**config.mk**
```make
export PLATFORM = sky130hd
export DESIGN_NAME = mca_operand_feeder
export DESIGN_NICKNAME = d
export VERILOG_FILES = /design/src/rtl/mca_operand_feeder.sv
export SDC_FILE = /design/constraint.sdc
export NUM_CORES = 1
export LEC_CHECK = 0
export ABC_AREA = 1
export BUFFER_PORTS_ARGS = -buffer_cell sky130_fd_sc_hd__buf_2
export CAP_MARGIN = 20
export CORE_AREA = 2 2 220 222
export CTS_BUF_LIST = sky130_fd_sc_hd__clkbuf_8
export CTS_CLUSTER_DIAMETER = 80
export DETAILED_ROUTE_END_ITERATION = 8
export DIE_AREA = 0 0 222 224
export PLACE_DENSITY_LB_ADDON = 0.25
export SLEW_MARGIN = 0
export SYNTH_ARGS = -nofsm -noshare
export SYNTH_HDL_FRONTEND = slang
export SYNTH_SLANG_ARGS = --single-unit
```
**constraint.sdc**
```tcl
create_clock -name clk -period 1.7 [get_ports clk]
set_clock_uncertainty 0.15 [all_clocks]
set_input_delay 0.34 -clock clk [delete_from_list [all_inputs] [get_ports clk]]
set_output_delay 0.34 -clock clk [all_outputs]
set_load 0.02 [all_outputs]
```
**src/rtl/mca_operand_feeder.sv**
```systemverilog
// mca_operand_feeder: control-bit window and coefficient store feeding
// the multi-cycle accumulator. Optional readback: MCA_FEEDER_READBACK_EN.
module mca_operand_feeder #(
   parameter int WIDTH_COEFFICIENT = 32,
   parameter int NUM_ADDITIONS     = 16,
   parameter int DOWNSAMPLE        = 16,
   parameter int ADDR_W = (NUM_ADDITIONS > 1) ? $clog2(NUM_ADDITIONS) : 1
) (
   input  logic                         clk,
   input  logic                         resetn,
   input  logic                         enable,
   input  logic                         s_valid,
   input  logic                         s_in,
   input  logic                         cfg_we,
   input  logic [ADDR_W-1:0]            cfg_addr,
   input  logic signed [WIDTH_COEFFICIENT-1:0] cfg_wdata,
`ifdef MCA_FEEDER_READBACK_EN
   input  logic [ADDR_W-1:0]            cfg_raddr,
   output logic signed [WIDTH_COEFFICIENT-1:0] cfg_rdata,
`endif
   output logic signed [NUM_ADDITIONS-1:0][WIDTH_COEFFICIENT-1:0] operands,
   output logic [NUM_ADDITIONS-1:0]     S_values,
   output logic                         start,
   output logic                         busy,
   output logic                         overrun,
   output logic                         cfg_err
);

   localparam int CNT_W = (DOWNSAMPLE > 1) ? $clog2(DOWNSAMPLE) : 1;
   localparam logic [CNT_W-1:0] CNT_LAST = CNT_W'(DOWNSAMPLE - 1);
   localparam logic [3:0] BUSY_LAST = 4'd15;

   typedef enum logic [1:0] {
      FEED_IDLE,
      FEED_START,
      FEED_BUSY
   } state_t;

   state_t state, state_next;

   logic [NUM_ADDITIONS-1:0] window;
   logic [NUM_ADDITIONS-1:0] window_next;
   logic [NUM_ADDITIONS-1:0] s_hold;
   logic [CNT_W-1:0]         sample_cnt;
   logic [3:0]               busy_cnt;
   logic signed [NUM_ADDITIONS-1:0][WIDTH_COEFFICIENT-1:0] coeff;

   logic accept;
   logic trigger;
   logic snap;
   logic wr_req;
   logic addr_ok;

   assign accept  = enable & s_valid;
   assign trigger = accept & (sample_cnt == CNT_LAST);
   assign wr_req  = enable & cfg_we;
   assign addr_ok = int'(cfg_addr) < NUM_ADDITIONS;

   assign operands = coeff;
   assign S_values = s_hold;

   // window as it will look after this cycle's sample is shifted in
   always_comb begin
      window_next    = window << 1;
      window_next[0] = s_in;
   end

   // sliding control-bit window and downsample counter
   always_ff @(posedge clk or negedge resetn) begin
      if (!resetn) begin
         window     <= '0;
         sample_cnt <= '0;
      end else if (accept) begin
         window     <= window_next;
         sample_cnt <= (sample_cnt == CNT_LAST) ? '0
                                                : sample_cnt + CNT_W'(1);
      end
   end

   // next state and start/busy decode
   always_comb begin
      state_next = state;
      start      = 1'b0;
      busy       = 1'b0;
      snap       = 1'b0;
      unique case (state)
         FEED_IDLE: begin
            if (trigger) begin
               snap       = 1'b1;
               state_next = FEED_START;
            end
         end
         FEED_START: begin
            busy  = 1'b1;
            start = enable;
            if (enable) state_next = FEED_BUSY;
         end
         FEED_BUSY: begin
            busy = 1'b1;
            if (enable && busy_cnt == BUSY_LAST)
               state_next = FEED_IDLE;
         end
         default: state_next = FEED_IDLE;
      endcase
   end

   // state register; busy_cnt walks the accumulator's 16 adding cycles
   always_ff @(posedge clk or negedge resetn) begin
      if (!resetn) begin
         state    <= FEED_IDLE;
         busy_cnt <= '0;
      end else if (enable) begin
         state <= state_next;
         if (state == FEED_START)
            busy_cnt <= '0;
         else if (state == FEED_BUSY)
            busy_cnt <= busy_cnt + 4'd1;
      end
   end

   // snapshot hold; a trigger while busy is dropped and flagged
   always_ff @(posedge clk or negedge resetn) begin
      if (!resetn) begin
         s_hold  <= '0;
         overrun <= 1'b0;
      end else begin
         if (snap)
            s_hold <= window_next;
         if (trigger && state != FEED_IDLE)
            overrun <= 1'b1;
      end
   end

   // coefficient store; writes only land while idle and in range
   always_ff @(posedge clk or negedge resetn) begin
      if (!resetn) begin
         coeff   <= '0;
         cfg_err <= 1'b0;
      end else if (wr_req) begin
         if (state == FEED_IDLE && addr_ok)
            coeff[cfg_addr] <= cfg_wdata;
         else
            cfg_err <= 1'b1;
      end
   end

`ifdef MCA_FEEDER_READBACK_EN
   logic raddr_ok;
   assign raddr_ok = int'(cfg_raddr) < NUM_ADDITIONS;

   // registered coefficient readback, zero for out-of-range addresses
   always_ff @(posedge clk or negedge resetn) begin
      if (!resetn)
         cfg_rdata <= '0;
      else if (enable)
         cfg_rdata <= raddr_ok ? coeff[cfg_raddr] : '0;
   end
`endif

endmodule

```
==> impl_metrics.env, run 1 <==
export IMPL_crit_chain="inv_2, buf_6, ha_4, nand2_2, inv_2, buf_6"
export IMPL_drt_wl_total_mm=93.1
export IMPL_synth_nets=2009
export IMPL_endpoint_kind="primary output"
export IMPL_tritoncts="done"
export IMPL_dpl_worst_slack_ps=-80.7
export IMPL_die_area_um2=49700
export IMPL_synth_warnings=0
export IMPL_grt_pass1_wl_mm=114
export IMPL_slew_violations=0
export IMPL_ys_seq_area_share_pct=69.2
export IMPL_final_setup_worst_slack_ps=-363
export IMPL_fin_nets=2879
export IMPL_grtUsageTotal_pct=30.2
export IMPL_p_seq_share_pct=37.9
export IMPL_dp_cells=3112
export IMPL_start_util_pct=42.4
export IMPL_synth_xor_area_share_pct=0.0437
export IMPL_min_to="sample_cnt[1]$_DFFE_PN0N_"
export IMPL_drive_above_1_share_pct=45.4
export IMPL_max_vdd_ir_drop_v=0.00124
export IMPL_htree_levels=3
export IMPL_rsz0062_at_grt="yes"
export IMPL_routabilityCongestion=0.863
export IMPL_cts_made_buffers=92
export IMPL_final_min_clock_period_ps=2060
export IMPL_clock_path_buffers=3
export IMPL_nFillCells=3026
export IMPL_min_delay_start="enable"
export IMPL_cp_buffers_inverters=4
export IMPL_ys_seq_elements=555
export IMPL_met3_length_mm=9.17
export IMPL_wl_per_cell_um=26.4
export IMPL_p_int_w=0.0331
export IMPL_grt_max_degree=75
export IMPL_drc=0
export IMPL_cp_required_ps=1210
export IMPL_combPwrFrac_pct=38.4
export IMPL_ios=574
export IMPL_antenna_left=0
export IMPL_grt_pass1_vias=18583
export IMPL_worstSetupPathType="reg2out"
export IMPL_cp_arrival_ps=1570
export IMPL_r2r_end="operands[115]$_DFFE_PN0P_"
export IMPL_antenna_found_initial=6
export IMPL_die_y_um=224
export IMPL_hpwl_mm=47.2
export IMPL_io_buffers=573
export IMPL_worstSetupStartpointType="flip-flop"
export IMPL_muxShareOfSynthArea_pct=0
export IMPL_period_share_pct=121
export IMPL_drv_cap=0
export IMPL_routed_via_density=5.62
export IMPL_coreArea_um2=47300
export IMPL_power_density_nw_per_um2=1550
export IMPL_first_pass_iters=6
export IMPL_m1WireLength_mm=33.4
export IMPL_num_vias=19808
export IMPL_syn_area_per_cell_um2=10.2
export IMPL_dieWidth_um=222
export IMPL_switching_share_pct=37.3
export IMPL_worst_pin_slew_ps=811
export IMPL_rrSetupSlack_ps=-300
export IMPL_cts_root_buf="clkbuf_8"
export IMPL_cp_top_family="flip-flops"
export IMPL_switchingPower_w=0.0197
export IMPL_cp_max_fo=2
export IMPL_dr_max_layer_used="met5"
export IMPL_clkSinkCount=555
export IMPL_hold_viol_final=0
export IMPL_rr_worst_depth=9
export IMPL_syn2layout_area_growth_pct=69.3
export IMPL_met2WireLength_mm=43.6
export IMPL_cp_slowest_stage_delay_ps=390
export IMPL_reg2reg_from="state[0]$_DFFE_PN0P_"
export IMPL_finalSetupViolCount=786
export IMPL_hold_depth=5
export IMPL_synthAdderAreaFrac_pct=0.312
export IMPL_synth_top_family_by_area="compound AO/OA/AOI/OAI gates"
export IMPL_clk_latency_ps=660
export IMPL_path_clk_slew_ps=60
export IMPL_hp_class="in2reg"
export IMPL_netlist_instances=1962
export IMPL_row_count=80
export IMPL_cp_slowest_cell="dfrtp_1"
export IMPL_clockPowerShare_pct=23.7
export IMPL_yosys_cell_types_count=25
export IMPL_synth_simple_gate_area_share_pct=12.7
export IMPL_finalNonFillerCells=3523
export IMPL_p_leak_nw=17.0
export IMPL_violations="setup timing"
export IMPL_status="finished, violations left"
export IMPL_relSlewSlack_pct=45.7
export IMPL_synth_area_um2=20100
export IMPL_synth_compound_area_share_pct=13.8
export IMPL_drt_iter0_drc=1732
export IMPL_grt_overflow_total=0
export IMPL_fmax_ghz=0.485
-- sequential cells by signal, summed over array words and instances (netlist names) --
register and count:
busy_cnt 4, overrun 1, sample_cnt 4, state 2, S_values 16, window 15, cfg_err 1, operands 512
-- through the flow --
step	setup TNS (ps)	utilization (%)	area (µm²)	hold slack, ps	power (W)
after floorplan	0	-	20200	-106	0.0263
after global placement	-2480	51.7	24500	221	0.0321
after detailed placement	-6760	51.7	24500	221	0.0325
after CTS	-74670	65.4	30900	4.28	0.0501
after global routing	-146060	71.7	34000	83.2	0.0546
final	-77190	71.7	34000	82.4	0.0527
-- logic make-up (layout without fill, tap and decap cells) --
family | Yosys count | after routing
flops | 555 | 555
simple gates | 651 | 656
compound gates | 551 | 551
fa+ha+maj | 5 | 5
buf+inv | 199 | 1138
other cells | 0 | 2
xor+xnor | 1 | 1
-- per-layer routing --
layer  GRT usage (%)  vias up
met2            48.4     1373
met1            37.7     9816
met5               0        -
met4            16.3        6
met3            8.04      420
li1                -     8193
-- worst max path at each step --
stage                    startpoint                         to  slack, ps  cells after the start
6_report       state[1]$_DFFE_PN0P_                      start       -360                      6
5_1_grt        state[1]$_DFFE_PN0P_                      start       -440                      6
4_1_cts        state[1]$_DFFE_PN0P_                      start       -430                      6
3_5_place_dp   state[1]$_DFFE_PN0P_  operands[341]$_DFFE_PN0P_        -80                      9
3_3_place_gp   state[1]$_DFFE_PN0P_  operands[338]$_DFFE_PN0P_        -60                      9
2_1_floorplan  state[1]$_DFFE_PN0P_  operands[151]$_DFFE_PN0P_         20                      9
-- cells in the mapped netlist, drive strengths merged --
cell type / n / share of area, %
nand2: 616 / 12
xnor2: 1 / 0.044
dfrtp: 555 / 69
inv: 61 / 1.1
nand3: 8 / 0.20
a21oi: 2 / 0.050
nand4: 5 / 0.40
buf: 19 / 0.52
nor3b: 1 / 0.037
nor3: 1 / 0.025
clkbuf: 119 / 2.2
o22ai: 1 / 0.031
o21bai: 3 / 0.11
ha: 5 / 0.31
o21ai: 544 / 14
nor2: 20 / 0.44
a21o: 1 / 0.037
-- cell type report --
| cell class | instances | area (µm²) | area share (%) |
|---|---|---|---|
| Sequential cell | 555 | 13900 | 40.9 |
| Clock buffer | 117 | 1610 | 4.74 |
| Tap cell | 615 | 769 | 2.27 |
| Timing Repair Buffer | 909 | 10100 | 29.7 |
| Antenna cell | 2 | 5.00 | 0.0147 |
| Clock inverter | 51 | 335 | 0.988 |
| Inverter | 61 | 231 | 0.682 |
| Multi-Input combinational cell | 1213 | 7020 | 20.7 |
-- cells in the final DEF (no fill, tap or decap), types with 4 or more instances in the layout --
master         Yosys  layout
dfrtp_1          555     555
buf_6              1     460
nand2_1          608     448
o21ai_0          353     215
o21ai_1          191     212
buf_4              1     155
buf_2             17     137
o21ai_2            0     117
clkbuf_8           0     117
nand2_4            0     112
inv_1             57      84
buf_12             0      53
nand2_2            8      51
clkbuf_16          0      44
dlygate4sd3_1      0      38
nor2_1            17      15
buf_16             0      15
clkinv_2           0      12
nand2_8            0      10
nand3_1            8       8
buf_8              0       7
inv_2              4       6
nand4_4            2       5
bufinv_16          0       4
-- power by group through the flow --
stage	Sequential (W)	Combinational, W	Clock, W
detailed placement	0.0189	0.0136	0
CTS	0.0194	0.0183	0.0125
global route	0.0202	0.0212	0.0132
finish	0.0200	0.0203	0.0125
global placement	0.0187	0.0134	0
floorplan	0.0230	0.00332	0
-- worst min-delay path, delay by kind of cell --
| family | cells | cell delay, ps |
|---|---|---|
| and+or+nand+nor | 3 | 280 |
| buffers and inverters | 2 | 230 |
-- repair_timing --
action	in CTS	in global routing
pin swaps	1	1
gates resized for setup	979	500
setup buffers	110	14
hold buffers	38	0
setup endpoints to repair	874	1061
gates cloned	13	70
hold endpoints to repair	678	0
Power figures use the tool's default switching activity.
==> run 2, diff against run 1 <==
Settings changed: RECOVER_POWER set to 100.
==> run 2 against run 1 <==
  * The flow still finishes with violations (setup timing)
  * Via count grew 0.24%
  * Utilization shrank 0.21 points
  * Final area shrank 0.29%
  * Combinational power is essentially flat
==> impl_metrics.env, run 2 (same netlist as run 1, synthesis figures left out) <==
export IMPL_status="finished, violations left"
export IMPL_violations="setup timing"
export IMPL_slew_violations=0
export IMPL_worst_pin_slew_ps=1030
export IMPL_final_cell_mix="555 x dfrtp_1, 463 x buf_6, 448 x nand2_1, 215 x o21ai_0, 212 x o21ai_1"
export IMPL_holdWs_ps=93.1
export IMPL_num_vias=19856
export IMPL_drv_cap=0
export IMPL_routabilityCongestion=0.863
export IMPL_finalSetupViolCount=820
export IMPL_routed_via_density=5.64
export IMPL_cts_made_buffers=92
export IMPL_grt_max_degree=75
export IMPL_fin_nets=2879
export IMPL_row_count=80
export IMPL_dp_cells=3112
export IMPL_drive_above_1_share_pct=45.3
export IMPL_syn2layout_area_growth_pct=68.8
export IMPL_fin_setup_tns_ps=-101850
export IMPL_drt_iter0_drc=1715
export IMPL_htree_levels=3
export IMPL_start_util_pct=42.4
export IMPL_antenna_found_initial=6
export IMPL_power_density_nw_per_um2=1560
export IMPL_clkSinkCount=555
export IMPL_nFillCells=3041
export IMPL_endpoint_kind="primary output"
export IMPL_p_leak_nw=17.0
export IMPL_rsz0062_at_grt="yes"
export IMPL_drc=0
export IMPL_relSlewSlack_pct=31.6
export IMPL_die_area_um2=49700
export IMPL_drt_wl_total_mm=93.2
export IMPL_clock_path_buffers=3
export IMPL_largest_register_ffs=512
export IMPL_period_share_pct=121
export IMPL_die_y_um=224
export IMPL_crit_chain="inv_2, buf_6, ha_4, nand2_2, inv_2, buf_6"
export IMPL_tritoncts="done"
export IMPL_fmax_ghz=0.484
export IMPL_cp_arrival_ps=1570
export IMPL_cp_slowest_cell="dfrtp_1"
export IMPL_worstSetupPathType="reg2out"
export IMPL_grtUsageTotal_pct=30.2
export IMPL_final_common_cell="dfrtp_1"
export IMPL_path_clk_slew_ps=60
export IMPL_ios=574
export IMPL_antenna_left=0
export IMPL_final_min_clock_period_ps=2060
export IMPL_cp_slowest_stage_delay_ps=390
export IMPL_coreArea_um2=47300
export IMPL_grt_pass1_wl_mm=114
export IMPL_grt_overflow_total=0
export IMPL_wl_per_cell_um=26.4
export IMPL_grt_pass1_vias=18583
export IMPL_cp_required_ps=1210
export IMPL_dieWidth_um=222
export IMPL_hp_class="in2reg"
export IMPL_cp_max_fo=2
export IMPL_clk_latency_ps=660
export IMPL_finalNonFillerCells=3523
export IMPL_cts_root_buf="clkbuf_8"
export IMPL_hold_viol_final=0
export IMPL_first_pass_iters=5
export IMPL_io_buffers=573
export IMPL_final_setup_worst_slack_ps=-365
export IMPL_max_vdd_ir_drop_v=0.00124
export IMPL_worstSetupStartpointType="flip-flop"
export IMPL_hpwl_mm=47.2
## run 2: worst max-delay path, delay by kind of cell, from the launching register on
kind / cells / cell delay (ps)
and+or+nand+nor: 1 / 50
buffers and inverters: 4 / 350
DFF: 1 / 390
adders and majority gates: 1 / 130
## run 2: report_power, final
group	leakage [nW]	total, W	switching [W]	internal (W)
clock	1.12	0.0125	0.00571	0.00680
sequential	7.23	0.0200	0.00318	0.0168
combinational	8.63	0.0202	0.0108	0.00946
total	17.0	0.0527	0.0197	0.0330
## run 2: worst paths after layout
| path | start | end | slack, ps | cells past startpoint |
|---|---|---|---|---|
| worst max register to register | state[0]$_DFFE_PN0P_ | operands[115]$_DFFE_PN0P_ | -330 | 9 |
| max in group asynchronous | resetn | operands[230]$_DFFE_PN0P_ | -20 | 4 |
| worst min register to register | operands[424]$_DFFE_PN0P_ | operands[424]$_DFFE_PN0P_ | 330 | 2 |
| min in group asynchronous | resetn | operands[15]$_DFFE_PN0P_ | 430 | 3 |
| worst max-delay path | state[1]$_DFFE_PN0P_ | start | -360 | 6 |
| worst min-delay path | enable | sample_cnt[1]$_DFFE_PN0N_ | 90 | 5 |
## run 2: metrics by stage
stage	total power, W	instance area (µm²)	util (%)	setup slack [ps]
after detailed placement	0.0325	24500	51.7	-80.7
after global placement	0.0321	24500	51.7	-58.7
after floorplan	0.0263	20200	-	15.3
after CTS	0.0501	30900	65.4	-426
after global routing	0.0546	33900	71.5	-445
final	0.0527	33900	71.5	-365
## run 2: routing by layer
layer / global-route usage (%) / wire (µm)
met5: 0 / 35
met4: 16.3 / 6990
met3: 8.04 / 9570
met2: 48.4 / 43500
met1: 37.7 / 33100
## run 2: area by class of cell
type | instances | area (µm²) | share of cell area, %
flip-flops and latches | 555 | 13900 | 41.0
repair buffers | 909 | 9990 | 29.5
multi-input cells | 1213 | 7020 | 20.7
clock buffers | 117 | 1610 | 4.76
well taps | 615 | 769 | 2.27
clock inverters | 51 | 335 | 0.991
inverters | 61 | 231 | 0.684
diodes | 2 | 5.00 | 0.0148
## run 2: what timing repair did
item | in CTS | in global routing
setup endpoints to repair | 874 | 1061
hold buffers | 38 | 0
endpoints found under the hold margin | 678 | 0
buffers inserted | 110 | 14
gates resized for setup | 979 | 500
pin swaps | 1 | 1
cloned | 13 | 70
==> run 3, diff against run 2 <==
Settings changed: CORE_AREA 2 2 220 222 to 2 2 293 150, DIE_AREA 0 0 222 224 to 0 0 295 152.
==> run 3 against run 2 <==
  * The flow still finishes with violations (setup timing)
  * Sequential power fell by 3%
  * Utilization rose by 3.5 points
  * Power fell by 9.4%
  * Die area fell by 9.8%
  * Sequential share of layout area rose by 2.4 points
  * Register-to-register slack got worse by 60 ps
  * Maximum frequency fell by 1.0%
  * Routed wire length fell by 8.3%
  * Via count fell by 2.1%
  * Global-route usage rose by 4.5 points
  * Largest cell class unchanged
==> impl_metrics.env, run 3 (same netlist as run 1, synthesis figures left out) <==
export IMPL_cp_max_fo=7
export IMPL_syn2layout_area_growth_pct=59.5
export IMPL_grt_pass1_wl_mm=117
export IMPL_switching_share_pct=38.4
export IMPL_place_area_um2=24700
export IMPL_violations="setup timing"
export IMPL_status="finished, violations left"
export IMPL_drc=0
export IMPL_nFillCells=2733
export IMPL_final_min_clock_period_ps=2090
export IMPL_dieWidth_um=295
export IMPL_p_leak_nw=16.5
export IMPL_cts_made_buffers=79
export IMPL_cp_required_ps=2050
export IMPL_met2WireLength_mm=37.9
export IMPL_io_buffers=573
export IMPL_rrSetupSlack_ps=-390
export IMPL_endpoint_kind="flip-flop"
export IMPL_worst_pin_slew_ps=1440
export IMPL_antenna_found_initial=4
export IMPL_die_area_um2=44800
export IMPL_period_share_pct=123
export IMPL_ios=574
export IMPL_start_util_pct=47.1
export IMPL_rsz0062_at_grt="yes"
export IMPL_slew_violations=0
export IMPL_finalSetupViolCount=946
export IMPL_grt_pass1_vias=18851
export IMPL_largest_register_ffs=512
export IMPL_tritoncts="done"
export IMPL_final_setup_worst_slack_ps=-386
export IMPL_fin_nets=2859
export IMPL_drive_above_1_share_pct=47.2
export IMPL_num_vias=19445
export IMPL_hold_viol_final=0
export IMPL_cts_root_buf="clkbuf_8"
export IMPL_cp_arrival_ps=2440
export IMPL_p_int_w=0.0294
export IMPL_dr_max_layer_used="met4"
export IMPL_clkSinkCount=555
export IMPL_worstSetupStartpointType="flip-flop"
export IMPL_min_delay_start="enable"
export IMPL_clock_path_buffers=3
export IMPL_antenna_left=0
export IMPL_combPwrFrac_pct=35.7
export IMPL_max_vdd_ir_drop_v=0.000907
export IMPL_drt_iter0_drc=1824
export IMPL_met3_length_mm=9.68
export IMPL_drv_cap=0
export IMPL_routabilityCongestion=0.844
export IMPL_reg2reg_from="state[1]$_DFFE_PN0P_"
export IMPL_power_w=0.0477
export IMPL_coreArea_um2=42600
export IMPL_hpwl_mm=44.0
export IMPL_m1WireLength_mm=34.0
export IMPL_relSlewSlack_pct=4.16
export IMPL_postLayoutCellArea_um2=32000
export IMPL_wl_per_cell_um=24.6
export IMPL_path_clk_slew_ps=70
export IMPL_hp_class="in2reg"
export IMPL_drt_wl_total_mm=85.4
export IMPL_final_common_cell="dfrtp_1"
export IMPL_routed_via_density=5.61
export IMPL_power_density_nw_per_um2=1490
export IMPL_final_cell_mix="555 x dfrtp_1, 472 x buf_2, 400 x nand2_1, 257 x o21ai_1, 153 x o21ai_0"
export IMPL_first_pass_iters=6
export IMPL_htree_levels=3
export IMPL_die_y_um=152
export IMPL_clk_latency_ps=620
export IMPL_grtUsageTotal_pct=34.7
export IMPL_worstSetupPathType="reg2reg"
export IMPL_switchingPower_w=0.0183
export IMPL_fmax_ghz=0.479
export IMPL_final_util_pct=75.0
export IMPL_grt_max_degree=72
export IMPL_grt_overflow_total=0
export IMPL_p_seq_share_pct=40.9
export IMPL_clockPowerShare_pct=23.4
export IMPL_row_count=54
export IMPL_critPathLaunch="state[1]$_DFFE_PN0P_"
[run 3: cell types whose count changed in the layout (fill, tap and decap cells not counted), sizes merged, moves of 2 or more]
| cell | previous run | this run |
|---|---|---|
| buf | 817 | 841 |
| bufbuf | 0 | 2 |
| clkbuf | 171 | 128 |
| clkinv | 13 | 5 |
| diode | 2 | 4 |
| dlygate4sd3 | 38 | 36 |
| inv | 92 | 89 |
| nand2 | 621 | 618 |
[run 3: path summary, 6_finish.rpt]
path | cells after the start | end
worst max-delay path | 12 | operands[71]$_DFFE_PN0P_
worst min-delay path | 6 | state[1]$_DFFE_PN0P_
worst max register to register | 12 | operands[71]$_DFFE_PN0P_
worst min register to register | 1 | overrun$_DFFE_PN0P_
max in group asynchronous | 4 | operands[63]$_DFFE_PN0P_
min in group asynchronous | 2 | operands[29]$_DFFE_PN0P_
[run 3: critical path, stage by stage (launching register included)]
cell       delay (ps)
dfrtp_1           390
inv_2             100
ha_4              170
inv_4              40
nor2_4             90
buf_12            110
buf_8             120
buf_6             130
nand4_4           140
buf_8             190
clkbuf_16         170
nand2_1            70
o21ai_1            70
[run 3: through the flow]
stage                     hold slack [ps]  cells  setup TNS, ps  worst slack (ps)
after floorplan                      -106   1962              0              15.3
after global placement                120   3115           -234             -42.0
after detailed placement              128   3115          -3360             -88.2
final                                 120   3465        -165920              -386
after global routing                  144   3464        -235610              -439
after CTS                            37.9   3434        -117420              -376
[run 3: area by class of cell]
| class | instances | area, µm² | share of cell area (%) |
|---|---|---|---|
| Multi-Input combinational cell | 1210 | 7220 | 22.6 |
| Tap cell | 588 | 736 | 2.30 |
| Antenna cell | 4 | 10.0 | 0.0313 |
| Sequential cell | 555 | 13900 | 43.4 |
| Inverter | 61 | 231 | 0.724 |
| Clock inverter | 40 | 255 | 0.798 |
| Timing Repair Buffer | 905 | 8250 | 25.8 |
| Clock buffer | 102 | 1400 | 4.39 |
[run 3: power by group through the flow]
stage | Combinational (W) | Sequential [W] | Clock (W)
finish | 0.0171 | 0.0195 | 0.0112
global placement | 0.0131 | 0.0188 | 0
detailed placement | 0.0135 | 0.0189 | 0
CTS | 0.0157 | 0.0190 | 0.0111
global route | 0.0180 | 0.0198 | 0.0118
floorplan | 0.00332 | 0.0230 | 0
[run 3: what timing repair did]
item / CTS / global route
hold buffers: 36 / 0
resized for setup: 567 / 439
cloned: 50 / 31
buffers inserted: 96 / 12
hold endpoints to repair: 408 / 0
pin swaps: 6 / 8
setup endpoints to repair: 506 / 987
[run 3: routing by layer]
layer | up-vias | GRT usage (%)
li1 | 8184 | -
met1 | 9728 | 48.8
met2 | 1256 | 53.2
met3 | 277 | 7.68
met4 | 0 | 13.2
met5 | - | 0
